File: config.mk
export PLATFORM = sky130hd
export DESIGN_NAME = cache_op_unit
export DESIGN_NICKNAME = d
export VERILOG_FILES = /design/src/rtl/cpu_pkg.sv /design/src/rtl/cache_op_unit_match.sv /design/src/rtl/cache_op_unit.sv
export SDC_FILE = /design/constraint.sdc
export NUM_CORES = 1
export LEC_CHECK = 0
export CORE_AREA = 5 5 173 175
export CTS_BUF_LIST = sky130_fd_sc_hd__clkbuf_2
export CTS_CLUSTER_SIZE = 10
export DETAILED_ROUTE_END_ITERATION = 10
export DIE_AREA = 0 0 178 180
export GPL_ROUTABILITY_DRIVEN = 1
export PLACE_DENSITY = 0.53
export REMOVE_ABC_BUFFERS = 1
export SLEW_MARGIN = 10
export SYNTH_ARGS = -nofsm -noshare
export SYNTH_HDL_FRONTEND = slang
export SYNTH_SLANG_ARGS = --single-unit
File: constraint.sdc
create_clock -name clk -period 3.6 [get_ports clk]
set_clock_uncertainty 0.15 [all_clocks]
set_input_delay 1.08 -clock clk [delete_from_list [all_inputs] [get_ports clk]]
set_output_delay 1.08 -clock clk [all_outputs]
set_load 0.02 [all_outputs]
File: src/rtl/cpu_pkg.sv
// Shared CPU types: CACHE instruction codes, tag-array entry layout and cache geometry.
package cpu_pkg;

  localparam int unsigned CACHE_WAYS = 4;
  localparam int unsigned CACHE_SETS = 256;
  localparam int unsigned TAG_W      = 20;
  localparam int unsigned SET_W      = 8;
  localparam int unsigned WAY_W      = 2;
  localparam int unsigned LINE_W     = 128;
  localparam int unsigned ADDR_W     = 32;

  // {op[4:2], cache[1:0]}; cache 2'b00 = I-cache, 2'b01 = D-cache
  typedef enum logic [4:0] {
    I_INDEX_INVALID    = 5'b000_00,
    D_INDEX_WB_INVALID = 5'b000_01,
    I_INDEX_STORE_TAG  = 5'b010_00,
    D_INDEX_STORE_TAG  = 5'b010_01,
    I_HIT_INVALID      = 5'b100_00,
    D_HIT_INVALID      = 5'b100_01,
    D_HIT_WB_INVALID   = 5'b101_01
  } CacheCodeType;

  typedef struct packed {
    logic [TAG_W-1:0] tag;
    logic             v;
    logic             d;
  } cache_tag_t;

  function automatic logic op_is_store_tag(input CacheCodeType op);
    logic [4:0] c;
    c = 5'(op);
    return c[4:2] == 3'b010;
  endfunction

  function automatic logic op_is_hit(input CacheCodeType op);
    logic [4:0] c;
    c = 5'(op);
    return c[4];
  endfunction

  function automatic logic op_is_wb(input CacheCodeType op);
    return (op == D_INDEX_WB_INVALID) || (op == D_HIT_WB_INVALID);
  endfunction

  function automatic logic op_is_icache(input CacheCodeType op);
    logic [4:0] c;
    c = 5'(op);
    return c[1:0] == 2'b00;
  endfunction

endpackage

File: src/rtl/cache_op_unit_match.sv
// 4-way tag compare: lowest valid way whose tag equals the lookup tag.
module cache_tag_match
  import cpu_pkg::*;
(
  input  cache_tag_t       tags_i [CACHE_WAYS],
  input  logic [TAG_W-1:0] lookup_tag_i,
  output logic             hit_c_o,
  output logic [WAY_W-1:0] hit_way_c_o
);

  logic unused_dirty;

  always_comb begin
    hit_c_o      = 1'b0;
    hit_way_c_o  = '0;
    unused_dirty = 1'b0;
    for (int unsigned w = 0; w < CACHE_WAYS; w++) begin
      unused_dirty = unused_dirty ^ tags_i[w].d;
      if (!hit_c_o && tags_i[w].v && (tags_i[w].tag == lookup_tag_i)) begin
        hit_c_o     = 1'b1;
        hit_way_c_o = WAY_W'(w);
      end
    end
  end

endmodule

File: src/rtl/cache_op_unit.sv
// CACHE instruction sequencer: tag read/compare, optional dirty-line writeback, tag update.
// Writeback path is built only when CACHE_OP_WB_EN is defined; otherwise writeback ops just invalidate.
module cache_op_unit
  import cpu_pkg::*;
(
  input  logic              clk,
  input  logic              reset,
  input  logic              req_valid,
  output logic              req_ready,
  output logic              done,
  input  CacheCodeType      cache_op,
  input  logic [SET_W-1:0]  cache_index,
  input  logic [WAY_W-1:0]  cache_way,
  input  logic [TAG_W-1:0]  cache_tag,
  input  logic              cache_valid,
  input  logic              cache_dirty,
  output logic              tag_en,
  output logic              tag_we,
  output logic              tag_icache,
  output logic [SET_W-1:0]  tag_set,
  output logic [WAY_W-1:0]  tag_wway,
  output cache_tag_t        tag_wdata,
  input  cache_tag_t        tag_rdata [CACHE_WAYS],
  output logic              data_en,
  output logic [WAY_W-1:0]  data_way,
  input  logic [LINE_W-1:0] data_rline,
  output logic              wb_valid,
  input  logic              wb_ready,
  output logic [ADDR_W-1:0] wb_addr,
  output logic [LINE_W-1:0] wb_data
);

`ifdef CACHE_OP_WB_EN
  typedef enum logic [2:0] {IDLE, TAG_RD, TAG_CMP, WB_RD, WB_REQ, TAG_WR, DONE} state_e;
`else
  typedef enum logic [2:0] {IDLE, TAG_RD, TAG_CMP, TAG_WR, DONE} state_e;
`endif

  state_e           state_q, state_d;
  CacheCodeType     op_q, op_d;
  logic [SET_W-1:0] index_q, index_d;
  logic [WAY_W-1:0] way_q, way_d;
  logic [TAG_W-1:0] tag_q, tag_d;
  logic             icache_q, icache_d;
  logic             req_ready_q, req_ready_d;
  logic             done_q, done_d;
  logic             tag_en_q, tag_en_d;
  logic             tag_we_q, tag_we_d;
  logic [WAY_W-1:0] tag_wway_q, tag_wway_d;
  cache_tag_t       tag_wdata_q, tag_wdata_d;

  logic             hit;
  logic [WAY_W-1:0] hit_way;
  logic [WAY_W-1:0] tgt_way;
  cache_tag_t       tgt;

`ifdef CACHE_OP_WB_EN
  logic              data_en_q, data_en_d;
  logic              wb_valid_q, wb_valid_d;
  logic [ADDR_W-1:0] wb_addr_q, wb_addr_d;
  logic [LINE_W-1:0] line_q, line_d;
`endif

  cache_tag_match u_match (
    .tags_i       (tag_rdata),
    .lookup_tag_i (tag_q),
    .hit_c_o      (hit),
    .hit_way_c_o  (hit_way)
  );

  // Hit ops act on the matching way, Index ops on the latched way
  assign tgt_way = op_is_hit(op_q) ? hit_way : way_q;
  assign tgt     = tag_rdata[tgt_way];

  always_comb begin
    state_d     = state_q;
    op_d        = op_q;
    index_d     = index_q;
    way_d       = way_q;
    tag_d       = tag_q;
    icache_d    = icache_q;
    tag_wway_d  = tag_wway_q;
    tag_wdata_d = tag_wdata_q;
`ifdef CACHE_OP_WB_EN
    wb_addr_d   = wb_addr_q;
    line_d      = line_q;
`endif

    case (state_q)
      IDLE: begin
        if (req_valid) begin
          op_d     = cache_op;
          index_d  = cache_index;
          way_d    = cache_way;
          tag_d    = cache_tag;
          icache_d = op_is_icache(cache_op);
          if (op_is_store_tag(cache_op)) begin
            state_d     = TAG_WR;
            tag_wway_d  = cache_way;
            tag_wdata_d = '{tag: cache_tag, v: cache_valid, d: cache_dirty};
          end else begin
            state_d = TAG_RD;
          end
        end
      end
      TAG_RD:  state_d = TAG_CMP;
      TAG_CMP: begin
        tag_wway_d  = tgt_way;
        tag_wdata_d = '{tag: tgt.tag, v: 1'b0, d: 1'b0};
        if (op_is_hit(op_q) && !hit) begin
          state_d = DONE;
        end
`ifdef CACHE_OP_WB_EN
        else if (op_is_wb(op_q) && tgt.v && tgt.d) begin
          state_d   = WB_RD;
          wb_addr_d = {tgt.tag, index_q, 4'b0000};
        end
`endif
        else begin
          state_d = TAG_WR;
        end
      end
`ifdef CACHE_OP_WB_EN
      WB_RD: begin
        line_d  = data_rline;
        state_d = WB_REQ;
      end
      WB_REQ: begin
        if (wb_ready) state_d = TAG_WR;
      end
`endif
      TAG_WR:  state_d = DONE;
      DONE:    state_d = IDLE;
      default: state_d = IDLE;
    endcase

    // Outputs are registered as a decode of the next state
    req_ready_d = (state_d == IDLE);
    done_d      = (state_d == DONE);
    tag_en_d    = (state_d == TAG_RD);
    tag_we_d    = (state_d == TAG_WR);
`ifdef CACHE_OP_WB_EN
    data_en_d   = (state_d == WB_RD);
    wb_valid_d  = (state_d == WB_REQ);
`endif
  end

  always_ff @(posedge clk or posedge reset) begin
    if (reset) begin
      state_q     <= IDLE;
      op_q        <= I_INDEX_INVALID;
      index_q     <= '0;
      way_q       <= '0;
      tag_q       <= '0;
      icache_q    <= 1'b0;
      req_ready_q <= 1'b1;
      done_q      <= 1'b0;
      tag_en_q    <= 1'b0;
      tag_we_q    <= 1'b0;
      tag_wway_q  <= '0;
      tag_wdata_q <= '0;
    end else begin
      state_q     <= state_d;
      op_q        <= op_d;
      index_q     <= index_d;
      way_q       <= way_d;
      tag_q       <= tag_d;
      icache_q    <= icache_d;
      req_ready_q <= req_ready_d;
      done_q      <= done_d;
      tag_en_q    <= tag_en_d;
      tag_we_q    <= tag_we_d;
      tag_wway_q  <= tag_wway_d;
      tag_wdata_q <= tag_wdata_d;
    end
  end

  assign req_ready  = req_ready_q;
  assign done       = done_q;
  assign tag_en     = tag_en_q;
  assign tag_we     = tag_we_q;
  assign tag_icache = icache_q;
  assign tag_set    = index_q;
  assign tag_wway   = tag_wway_q;
  assign tag_wdata  = tag_wdata_q;

`ifdef CACHE_OP_WB_EN
  always_ff @(posedge clk or posedge reset) begin
    if (reset) begin
      data_en_q  <= 1'b0;
      wb_valid_q <= 1'b0;
      wb_addr_q  <= '0;
      line_q     <= '0;
    end else begin
      data_en_q  <= data_en_d;
      wb_valid_q <= wb_valid_d;
      wb_addr_q  <= wb_addr_d;
      line_q     <= line_d;
    end
  end

  assign data_en  = data_en_q;
  assign data_way = tag_wway_q;
  assign wb_valid = wb_valid_q;
  assign wb_addr  = wb_addr_q;
  assign wb_data  = line_q;
`else
  logic unused_c;
  assign unused_c = ^{data_rline, wb_ready, tgt.v, tgt.d};

  assign data_en  = 1'b0;
  assign data_way = '0;
  assign wb_valid = 1'b0;
  assign wb_addr  = '0;
  assign wb_data  = '0;
`endif

endmodule
==> flow_summary.toml <==
[power]
clkPwrFrac_pct = 9.5
p_leak_nw = 3.075
combinationalPowerShare_pct = 63.7
vdd_drop_max_mv = 0.1991
total_power_mw = 5.387
power_frac_seq_pct = 26.8
power.internal_mw = 2.922
powerDensity_nw_per_um2 = 739.6
swShare_pct = 45.75
switchingPower_mw = 2.465

[route]
highest_layer = "met5"
drt_pass1_iterations = 5
wire_per_inst_um = 17.30
vias_per_cell = 3.661
wl_um = 19930
wl_met3_um = 1649
ant_nets = 0
drc = 0
vias = 4218
wl_met1_um = 8399
wl_met2_um = 9578
drt-initial-drc-count = 178

[timing]
fin_crit_sh_pct = 92.82
fin_hold_ws_ns = 0.3705
slew_headroom_pct = 50.60
tightest_slew_ns = 0.7392
setup_viol = 0
rsz0062_at_grt = "no"
hold_viol = 0
period_needed_ns = 3.341
layout_setup_ws_ns = 0.2587
fin_setup_tns_ns = 0
slew_viol_final = 0
max_freq_mhz = 299.3

[synth]
synth_area_leaders = "dfrtp_1 (28%), buf_4 (22%), xnor2_1 (8.4%)"
synth_top_area_share_pct = 28.00
syn_inst = 595
synth-edff-count = 0
ys_seq_area_share_pct = 28.48
yosys.area.top_type = "dfrtp_1"
synth_ff_type = "dfrtp_1"
ys_seq_elements = 63
synth.avg_cell_area_um2 = 9.311
syn_area_um2 = 5540
async_flop_share_pct = 100.0
yosysWarnings = 0
yosysUniqueCellTypes = 41

[floorplan]
num_rows = 62
core_area_um2 = 28310
dieArea_um2 = 32040
die_h_um = 180
die_w_um = 178
start_util_pct = 19.57
ios = 458

[placement]
port_buffers = 160
dpl_cell_area_um2 = 7157
dp_hpwl_um = 16100
place_ws_ns = -0.5146
finalWeightedCongestion = 0.7479
dp.cells = 1135

[cts]
clkLatencyLatePin_ns = 0.61
cts.sinks = 63
clk_pin_slew_worst_paths_ns = 0.24
cts_resized = 0
htree_levels = 3
cts_tree = "yes"
cts_buffers = 9
clock-root-buffer = "clkbuf_2"
cts_hold_buf = 0
clk_path_buf_depth = 2
cts_setup_buffers = 0

[setup_path]
cp_max_fo = 6
r2r_cells = 11
cp-start-kind = "input pin"
endpoint_kind = "flop"
cp_data_required_time_ns = 3.98
arrival_ns = 3.72
crit_type = "in2reg"

[cells_and_area]
fin_nets = 1019
final_area_um2 = 7283
syn_to_final_growth_pct = 31.46
final_cells = 1152
drive_above_1_share_pct = 16.17
fin_util_pct = 25.72
nFillCells = 3084

[global_route]
grt_pass1_wl_um = 28320
grt_pass1_vias = 4319
grt_max_degree = 64
track_usage_pct = 12.06
grt.overflow.total = 0
antenna_found_initial = 3

[job]
max-cap-violations = 0

[status]
status = "finished clean"

[worst_hold_path]
min_path_type = "reg2reg"
hold_depth = 2
## sequential cells by signal (all words and copies together) (netlist names), 2 cells and up
name / cells
tag_wway: 2
state_q: 3
way_q: 2
tag_wdata: 22
tag_set: 8
tag_q: 20
## layer usage
layer,track usage (%),vias up
li1,-,1984
met2,20.48,227
met1,15.03,1981
met3,2.941,22
met5,0,-
met4,3.651,4
## power by group through the flow
stage	Combinational (mW)	Clock (mW)	Sequential [mW]
global route	3.71	0.567	1.50
detailed placement	3.49	0	1.46
global placement	3.47	0	1.45
floorplan	1.80	0	1.65
CTS	3.51	0.538	1.45
finish	3.43	0.511	1.44
## worst max-delay path, stage by stage
cell	delay, ns
clkdlybuf4s50_1	0.46
xnor2_1	0.25
nand4_1	0.20
nor4_2	0.30
buf_4	0.15
nand4_1	0.18
a31oi_4	0.31
buf_4	0.22
mux2_2	0.35
o21ai_0	0.15
a21oi_1	0.06
## synth_stat cells, types with 13 or more instances
master,number
buf_4,166
dfrtp_1,62
nand2_1,56
xnor2_1,53
mux2_2,33
xor2_1,27
a21oi_1,23
mux2i_1,20
o21ai_1,20
clkbuf_1,18
nand4_1,13
## cells by family after synthesis
family,count (synthesis),share of synthesized area [%]
AO/OA/AOI/OAI,68,8.876
XOR/XNOR,80,12.65
buffers and inverters,204,26.08
flip-flops,63,28.48
multiplexers,70,14.59
other,1,0.06769
AND/OR/NAND/NOR,109,9.259
## cell usage in the layout (no fill, tap or decap), types with 9 or more instances in the layout
| cell | instances |
|---|---|
| mux2_4 | 12 |
| buf_4 | 28 |
| a21oi_1 | 23 |
| o21ai_1 | 20 |
| xnor2_1 | 53 |
| nand2_1 | 56 |
| dfrtp_1 | 62 |
| clkbuf_2 | 9 |
| mux2_2 | 33 |
| nand4_1 | 13 |
| nand3_1 | 12 |
| clkdlybuf4s50_1 | 160 |
| mux2i_1 | 20 |
| a21oi_2 | 12 |
| conb_1 | 164 |
| xor2_1 | 27 |
## final cells by class
class,count,area (µm²),area share (%)
timing repair buffer,195,1952,26.80
tap,384,480.5,6.597
clock buffer,9,45.04,0.6185
antenna,1,2.502,0.03436
inverter,2,7.507,0.1031
sequential,63,1578,21.66
clock inverter,7,72.57,0.9964
multi-input combinational,491,3146,43.19
## worst paths after layout
| check | from | to | slack, ns |
|---|---|---|---|
| setup / recovery | tag_rdata[56] | tag_wdata[14] | 0.26 |
| hold / removal | tag_icache | tag_icache | 0.37 |
| setup reg to reg | tag_q[3] | tag_wdata[14] | 0.63 |
| hold reg to reg | tag_icache | tag_icache | 0.37 |
| max in group asynchronous | reset | tag_q[8] | 2.27 |
| min in group asynchronous | reset | tag_set[0] | 0.66 |
Note: power is estimated with default switching activity, not from simulation.
